[config.mk]
export PLATFORM = sky130hd
export DESIGN_NAME = keras_1layer_flat
export DESIGN_NICKNAME = d
export VERILOG_FILES = /design/src/rtl/keras_1layer_pkg.sv /design/src/rtl/keras_1layer_if.sv /design/src/rtl/keras_1layer_act.sv /design/src/rtl/keras_1layer.sv /design/src/flat_wrapper.sv
export SDC_FILE = /design/constraint.sdc
export NUM_CORES = 1
export LEC_CHECK = 0
export BUFFER_PORTS_ARGS = -buffer_cell sky130_fd_sc_hd__buf_2
export CORE_MARGIN = 5
export CORE_UTILIZATION = 40
export CTS_CLUSTER_DIAMETER = 60
export DETAILED_ROUTE_END_ITERATION = 8
export PLACE_DENSITY = 0.7
export SYNTH_ARGS = -nofsm -noshare
export SYNTH_HDL_FRONTEND = slang
export SYNTH_SLANG_ARGS = --single-unit
[constraint.sdc]
create_clock -name clk -period 7.2 [get_ports clk]
set_input_delay 0.72 -clock clk [delete_from_list [all_inputs] [get_ports clk]]
set_output_delay 0.72 -clock clk [all_outputs]
set_load 0.01 [all_outputs]
[src/rtl/keras_1layer_pkg.sv]
// Shared constants for the single-neuron Keras layer: word format, trained
// weights and bias, size constants and the controller state encoding.
package keras_1layer_pkg;

    localparam int N_IN = 10;
    localparam int DW   = 18;
    localparam int FB   = 10;
    localparam int PW   = 2 * DW;
    localparam int AW   = 40;

    // Raw ap_fixed<18,8> codes, LSB = 2^-10.
    localparam logic signed [DW-1:0] WEIGHTS [N_IN] = '{
        18'sd1024, -18'sd512, 18'sd256, 18'sd2048, -18'sd1024,
        18'sd512, 18'sd1024, -18'sd2048, 18'sd768, 18'sd128
    };
    localparam logic signed [DW-1:0] BIAS = 18'sd512;

    localparam logic [15:0] SIZE_IN  = 16'd10;
    localparam logic [15:0] SIZE_OUT = 16'd1;

    localparam logic [3:0] LAST_LANE = 4'(N_IN - 1);

    typedef enum logic [1:0] {
        ST_IDLE = 2'd0,
        ST_MAC  = 2'd1,
        ST_ACT  = 2'd2,
        ST_OUT  = 2'd3
    } state_t;

endpackage

[src/rtl/keras_1layer_if.sv]
// Catapult-style channel bundle of the layer: input vector, result and the
// two constant size channels, each with its triosy completion strobe.
interface keras_1layer_if;
    import keras_1layer_pkg::*;

    // Handshake: a transfer happens on a rising clk edge where vld && rdy;
    // the producer holds dat/vld stable until that edge.
    logic [N_IN*DW-1:0] input_1_rsc_dat;
    logic               input_1_rsc_vld;
    logic               input_1_rsc_rdy;
    logic               input_1_rsc_triosy_lz;

    logic [DW-1:0]      layer5_out_rsc_dat;
    logic               layer5_out_rsc_vld;
    logic               layer5_out_rsc_rdy;
    logic               layer5_out_rsc_triosy_lz;

    logic [15:0]        const_size_in_1_rsc_dat;
    logic               const_size_in_1_rsc_vld;
    logic               const_size_in_1_rsc_triosy_lz;
    logic [15:0]        const_size_out_1_rsc_dat;
    logic               const_size_out_1_rsc_vld;
    logic               const_size_out_1_rsc_triosy_lz;

    modport slave (
        input  input_1_rsc_dat, input_1_rsc_vld, layer5_out_rsc_rdy,
        output input_1_rsc_rdy, input_1_rsc_triosy_lz,
        output layer5_out_rsc_dat, layer5_out_rsc_vld, layer5_out_rsc_triosy_lz,
        output const_size_in_1_rsc_dat, const_size_in_1_rsc_vld, const_size_in_1_rsc_triosy_lz,
        output const_size_out_1_rsc_dat, const_size_out_1_rsc_vld, const_size_out_1_rsc_triosy_lz
    );

    modport master (
        output input_1_rsc_dat, input_1_rsc_vld, layer5_out_rsc_rdy,
        input  input_1_rsc_rdy, input_1_rsc_triosy_lz,
        input  layer5_out_rsc_dat, layer5_out_rsc_vld, layer5_out_rsc_triosy_lz,
        input  const_size_in_1_rsc_dat, const_size_in_1_rsc_vld, const_size_in_1_rsc_triosy_lz,
        input  const_size_out_1_rsc_dat, const_size_out_1_rsc_vld, const_size_out_1_rsc_triosy_lz
    );

endinterface

[src/rtl/keras_1layer_act.sv]
// Output stage: aligned bias add, floor shift back to 10 fraction bits,
// ReLU and saturation to the largest positive 18-bit code.
module keras_1layer_act
    import keras_1layer_pkg::*;
(
    input  logic signed [AW-1:0] acc,
    output logic        [DW-1:0] y
);

    localparam logic signed [AW-1:0] BIAS_ALIGNED = AW'(BIAS) <<< FB;
    localparam logic signed [AW-1:0] SAT_MAX      = (AW'(1) <<< (DW - 1)) - AW'(1);

    logic signed [AW-1:0] biased;
    logic signed [AW-1:0] shifted;

    always_comb begin
        biased  = acc + BIAS_ALIGNED;
        shifted = biased >>> FB;
        y       = '0;
        if (shifted[AW-1]) begin
            y = '0;
        end else if (shifted > SAT_MAX) begin
            y = SAT_MAX[DW-1:0];
        end else begin
            y = shifted[DW-1:0];
        end
    end

endmodule

[src/rtl/keras_1layer.sv]
// Single Dense(1)+ReLU neuron over 10 lanes: one multiply-accumulate per
// cycle, one vector in flight, result held until the consumer takes it.
module keras_1layer
    import keras_1layer_pkg::*;
(
    input  logic           clk,
    input  logic           rst,
    keras_1layer_if.slave  bus,
    output state_t         fsm_state
);

    state_t               state;
    logic signed [DW-1:0] lane_q [N_IN];
    logic [3:0]           cnt;
    logic signed [AW-1:0] acc;
    logic signed [PW-1:0] prod;
    logic [DW-1:0]        act_y;
    logic [DW-1:0]        out_dat;
    logic                 out_vld;
    logic                 done_q;
    logic                 accept;
    logic                 out_fire;

    assign accept   = (state == ST_IDLE) && !rst && bus.input_1_rsc_vld;
    assign out_fire = (state == ST_OUT) && bus.layer5_out_rsc_rdy;
    assign prod     = lane_q[cnt] * WEIGHTS[cnt];

    always_ff @(posedge clk) begin
        if (accept) begin
            for (int i = 0; i < N_IN; i++) begin
                lane_q[i] <= bus.input_1_rsc_dat[i*DW +: DW];
            end
        end
    end

    always_ff @(posedge clk) begin
        if (rst) begin
            state   <= ST_IDLE;
            cnt     <= '0;
            acc     <= '0;
            out_dat <= '0;
            out_vld <= 1'b0;
            done_q  <= 1'b0;
        end else begin
            done_q <= out_fire;
            case (state)
                ST_IDLE: begin
                    if (accept) begin
                        acc   <= '0;
                        cnt   <= '0;
                        state <= ST_MAC;
                    end
                end
                ST_MAC: begin
                    acc <= acc + AW'(prod);
                    if (cnt == LAST_LANE) begin
                        cnt   <= '0;
                        state <= ST_ACT;
                    end else begin
                        cnt <= cnt + 4'd1;
                    end
                end
                ST_ACT: begin
                    out_dat <= act_y;
                    out_vld <= 1'b1;
                    state   <= ST_OUT;
                end
                ST_OUT: begin
                    if (out_fire) begin
                        out_vld <= 1'b0;
                        state   <= ST_IDLE;
                    end
                end
                default: state <= ST_IDLE;
            endcase
        end
    end

    keras_1layer_act u_act (
        .acc (acc),
        .y   (act_y)
    );

    // Completion strobes are forced low during reset so an abort never leaks one.
    assign bus.input_1_rsc_rdy                = (state == ST_IDLE) && !rst;
    assign bus.input_1_rsc_triosy_lz          = done_q && !rst;
    assign bus.layer5_out_rsc_dat             = out_dat;
    assign bus.layer5_out_rsc_vld             = out_vld;
    assign bus.layer5_out_rsc_triosy_lz       = done_q && !rst;
    assign bus.const_size_in_1_rsc_dat        = SIZE_IN;
    assign bus.const_size_in_1_rsc_vld        = !rst;
    assign bus.const_size_in_1_rsc_triosy_lz  = done_q && !rst;
    assign bus.const_size_out_1_rsc_dat       = SIZE_OUT;
    assign bus.const_size_out_1_rsc_vld       = !rst;
    assign bus.const_size_out_1_rsc_triosy_lz = done_q && !rst;
    assign fsm_state                          = state;

endmodule

[src/flat_wrapper.sv]
// flat-port wrapper written by rule: the top's interface ports become plain ports
module keras_1layer_flat import keras_1layer_pkg::*;
  (clk, rst, fsm_state, bus_input_1_rsc_dat, bus_input_1_rsc_vld, bus_layer5_out_rsc_rdy, bus_input_1_rsc_rdy, bus_input_1_rsc_triosy_lz, bus_layer5_out_rsc_dat, bus_layer5_out_rsc_vld, bus_layer5_out_rsc_triosy_lz, bus_const_size_in_1_rsc_dat, bus_const_size_in_1_rsc_vld, bus_const_size_in_1_rsc_triosy_lz, bus_const_size_out_1_rsc_dat, bus_const_size_out_1_rsc_vld, bus_const_size_out_1_rsc_triosy_lz);
  keras_1layer_if bus_i ();
  input  logic clk;
  input  logic rst;
  output state_t fsm_state;
  input wire logic [$bits(bus_i.input_1_rsc_dat)-1:0] bus_input_1_rsc_dat;
  input wire logic [$bits(bus_i.input_1_rsc_vld)-1:0] bus_input_1_rsc_vld;
  input wire logic [$bits(bus_i.layer5_out_rsc_rdy)-1:0] bus_layer5_out_rsc_rdy;
  output wire logic [$bits(bus_i.input_1_rsc_rdy)-1:0] bus_input_1_rsc_rdy;
  output wire logic [$bits(bus_i.input_1_rsc_triosy_lz)-1:0] bus_input_1_rsc_triosy_lz;
  output wire logic [$bits(bus_i.layer5_out_rsc_dat)-1:0] bus_layer5_out_rsc_dat;
  output wire logic [$bits(bus_i.layer5_out_rsc_vld)-1:0] bus_layer5_out_rsc_vld;
  output wire logic [$bits(bus_i.layer5_out_rsc_triosy_lz)-1:0] bus_layer5_out_rsc_triosy_lz;
  output wire logic [$bits(bus_i.const_size_in_1_rsc_dat)-1:0] bus_const_size_in_1_rsc_dat;
  output wire logic [$bits(bus_i.const_size_in_1_rsc_vld)-1:0] bus_const_size_in_1_rsc_vld;
  output wire logic [$bits(bus_i.const_size_in_1_rsc_triosy_lz)-1:0] bus_const_size_in_1_rsc_triosy_lz;
  output wire logic [$bits(bus_i.const_size_out_1_rsc_dat)-1:0] bus_const_size_out_1_rsc_dat;
  output wire logic [$bits(bus_i.const_size_out_1_rsc_vld)-1:0] bus_const_size_out_1_rsc_vld;
  output wire logic [$bits(bus_i.const_size_out_1_rsc_triosy_lz)-1:0] bus_const_size_out_1_rsc_triosy_lz;
  assign bus_i.input_1_rsc_dat = bus_input_1_rsc_dat;
  assign bus_i.input_1_rsc_vld = bus_input_1_rsc_vld;
  assign bus_i.layer5_out_rsc_rdy = bus_layer5_out_rsc_rdy;
  assign bus_input_1_rsc_rdy = bus_i.input_1_rsc_rdy;
  assign bus_input_1_rsc_triosy_lz = bus_i.input_1_rsc_triosy_lz;
  assign bus_layer5_out_rsc_dat = bus_i.layer5_out_rsc_dat;
  assign bus_layer5_out_rsc_vld = bus_i.layer5_out_rsc_vld;
  assign bus_layer5_out_rsc_triosy_lz = bus_i.layer5_out_rsc_triosy_lz;
  assign bus_const_size_in_1_rsc_dat = bus_i.const_size_in_1_rsc_dat;
  assign bus_const_size_in_1_rsc_vld = bus_i.const_size_in_1_rsc_vld;
  assign bus_const_size_in_1_rsc_triosy_lz = bus_i.const_size_in_1_rsc_triosy_lz;
  assign bus_const_size_out_1_rsc_dat = bus_i.const_size_out_1_rsc_dat;
  assign bus_const_size_out_1_rsc_vld = bus_i.const_size_out_1_rsc_vld;
  assign bus_const_size_out_1_rsc_triosy_lz = bus_i.const_size_out_1_rsc_triosy_lz;
  keras_1layer u_core (.clk(clk), .rst(rst), .bus(bus_i), .fsm_state(fsm_state));
endmodule
==> metrics.txt <==
placed insts=between 2k and 3k; top_reg_cell synth=edfxtp_1; Place WS=-404 ps; area grow syn2layout=25.4%; Comb pwr share=0.681; total CTS buffers=27; Setup crit start kind=flop; Fmax achieved=between 100 and 150 MHz; Hold Buf Count CTS=0; xor-xnor portion of the synthesized cell area=0.0228; post-synthesis mux area share=0.0554; Setup Viol. Count Final=5; # port buffers=approximately 210; failing checks=setup timing; # nets final=2542; Post-synth ARST share=0; routed len/inst=approximately 18 µm; Psw=0.00461 W; final hold vios=0; Clock Latency Late Sink=approximately 570 ps; Initial Util=0.405; row count=approximately 80; CP dominant cell by count=fa_1; cell-internal power=between 0.006 and 0.007 W; slowest CP cell=fa_1; htree depth=1; #FFs+latches synth=about 240; library cells used by synthesis=between 60 and 70; Power per Cell Area=between 400 and 500 nW/µm²; die area=51600 µm²; Overflow after GRT=0; GPL Wtd Cong=0.905; RSZ-0062 raised after global routing=yes; Post-Route WL=between 40000 and 50000 µm; Tcrit/Tclk final=1.01; Die W=227 µm; Synth warnings=0; DIE HEIGHT=around 230 µm; part of the Yosys area used for sequential elements=0.354; Setup WS post-layout=-101 ps; clock-pin slew on the worst setup and hold paths=about 60 ps; boundary pin count=~240; TritonCTS clock tree=done; Synth Area in Adders=0.325; Net Sw Frac=0.429; Leakage=10.8 nW; Sink Count=243; initial antenna violation count=1; commonest non-fill, non-tap cells in the layout=inv_1, buf_2, fa_1; Post-Synth Simple-Gate Area=0.0829; Synth Instances=about 1.6k; max_cap viols=0; CP Class=reg2reg; min-delay worst type=in2reg; critical path peak fanout=6; number of cells on the critical path=25; Post-synth EDFFs=180; Final Max Slew Viols=0; most common cell after layout, fill and taps aside=inv_1; fin cells=about 2.6k; Mean Syn Cell Area=around 12 µm²; Worst Path Arrival=7770 ps; Post-Syn Area=roughly 19000 µm²; final instance area=approximately 24000 µm²; WP data required=between 7000 and 8000 ps; share of cells above drive strength 1=0.317; clk buf depth=3; vias per cell=between 4 and 5; Residual DRC=0; Synth Area in Compound Gates=0.0794; Cell Area, Placed=between 20000 and 25000 µm²; CTS root buf=clkbuf_16; number of global-route vias before repair=around 14k; DRT iter0 DRCs=830; Slowest Stage Delay on Critical Path=~540 ps; Slew headroom=0.214; Slew @ Worst Pin=around 1200 ps; status=complete, but fails checks; routed via count=13.0k; pin count of the biggest net entering global routing=between 90 and 100; main combinational cell family by area after synthesis=adder cells; aggregate global-route resource usage=0.181; Top Family by Delay on Critical Path=adder cells; CORE AREA=46600 µm²; DP HPWL=approximately 37000 µm; fin crit period=7300 ps; CP bufs+invs=5; drt first pass iters=5; R2R depth=25; Final ANT Viol Nets=0; type of destination of the critical path=flop; clock share of power=0.136; Seq pwr share=0.183; Peak VDD IR=between 0.3 and 0.4 mV; skew final=a little under 30 ps; first-pass GRT wire length=roughly 75000 µm; hold path cells=1
==> through the flow <==
stage	TNS (ps)	utilization	hold slack (ps)	power, W
2_1_floorplan	0	-	465	0.00604
3_3_place_gp	-2050	0.462	445	0.00792
5_1_grt	-2450	0.508	301	0.0117
3_5_place_dp	-3710	0.462	455	0.00806
4_1_cts	-4.49	0.496	300	0.0101
6_report	-226	0.508	316	0.0108
==> Yosys cell counts, types with 5 or more instances <==
cell | number | area share
a221oi_1 | 9 | 0.0042
a21o_1 | 21 | 0.0084
buf_2 | 6 | 0.0016
fa_1 | 205 | 0.22
nor2b_1 | 45 | 0.015
edfxtp_1 | 180 | 0.29
a31oi_1 | 5 | 0.0017
buf_4 | 40 | 0.016
a32o_1 | 5 | 0.0027
dfxtp_1 | 63 | 0.067
and3_1 | 17 | 0.0056
nor3_1 | 8 | 0.0021
mux2i_1 | 20 | 0.011
a22o_1 | 15 | 0.0070
nand3_1 | 13 | 0.0035
a21oi_1 | 68 | 0.018
o21ai_0 | 30 | 0.0080
nor2_1 | 75 | 0.015
clkbuf_1 | 38 | 0.0076
mux4_2 | 36 | 0.043
a22oi_1 | 11 | 0.0044
xnor2_1 | 31 | 0.014
nand2_1 | 131 | 0.026
ha_1 | 161 | 0.11
inv_1 | 265 | 0.053
nand4_1 | 5 | 0.0017
and2_1 | 11 | 0.0037
a211oi_1 | 19 | 0.0076
nand2b_1 | 8 | 0.0027
xor2_1 | 18 | 0.0084
==> registers in the layout, indices dropped and copies added, names as in the netlist, named ones only <==
signal	cells
u_core.done_q	1
u_core.bus.layer5_out_rsc_dat	18
u_core.acc	33
u_core.bus.layer5_out_rsc_vld	1
u_core.lane_q	180
u_core.cnt	4
u_core.fsm_state	2
==> worst paths after layout <==
check / endpoint / startpoint / slack (ps)
max: u_core.acc[38]$_SDFFE_PP0P_ / flop / -100
max reg2reg: u_core.acc[38]$_SDFFE_PP0P_ / flop / -100
min: u_core.lane_q[8][2]$_DFFE_PP_ / bus_input_1_rsc_dat[146] / 320
min reg2reg: u_core.bus.layer5_out_rsc_dat[13]$_SDFFE_PP0P_ / u_core.bus.layer5_out_rsc_dat[13]$_SDFFE_PP0P_ / 460
==> worst register-to-register path, cell delays in order, from the launching register on <==
cell       delay [ps]
dfxtp_4           360
buf_12            120
buf_12            130
buf_4             110
mux4_2            500
a211oi_2          250
buf_4             170
a21oi_4            50
nand2_1           120
fa_1              430
inv_2              70
fa_1              450
fa_1              540
fa_1              440
fa_1              540
fa_1              450
fa_1              520
ha_4              310
and3_4            190
o211ai_2           80
a31o_4            250
a2111oi_4         440
a211oi_2          150
a211oi_2          260
xor2_1             90
a22o_1            170
==> timing repair <==
item / in CTS / in global routing
setup buffers: 18 / 12
setup endpoints to repair: 18 / 18
pin swaps: 45 / 61
resized for setup: 83 / 96
gates cloned: 2 / 0
hold endpoints to repair: 0 / 0
==> power by group through the flow <==
| stage | clock [W] | combinational, W | sequential [W] |
|---|---|---|---|
| floorplan | 0 | 0.00409 | 0.00195 |
| global route | 0.00156 | 0.00814 | 0.00200 |
| CTS | 0.00149 | 0.00661 | 0.00197 |
| finish | 0.00146 | 0.00732 | 0.00197 |
| global placement | 0 | 0.00593 | 0.00199 |
| detailed placement | 0 | 0.00606 | 0.00200 |
==> metal layers <==
layer  part of all wire  vias up  wire length, µm  global-route usage
met1               0.43     6340            19900               0.245
met5                  0        -                0                   0
met4              0.023        0             1080              0.0407
met3              0.078       63             3670              0.0418
li1                   -     6125                -                   -
met2               0.47      449            22100               0.299
==> cell type report <==
cell class	instances	area, µm²
timing repair buffer	401	2620
sequential	243	6680
clock buffer	32	694
multi-input combinational	1053	11600
tap	607	759
antenna	2	5.00
inverter	266	998
fill	3966	22900
clock inverter	18	255
==> kinds of logic (layout without fill, tap and decap cells) <==
group,Yosys count,in the layout
adders and majority gates,367,367
AOI/OAI and AO/OA,218,218
other,2,34
xor gates and xnor gates,49,49
muxes,59,59
buffers and inverters,355,717
DFF,243,243
and+or+nand+nor,328,328
(Power assumes the default switching activity.)
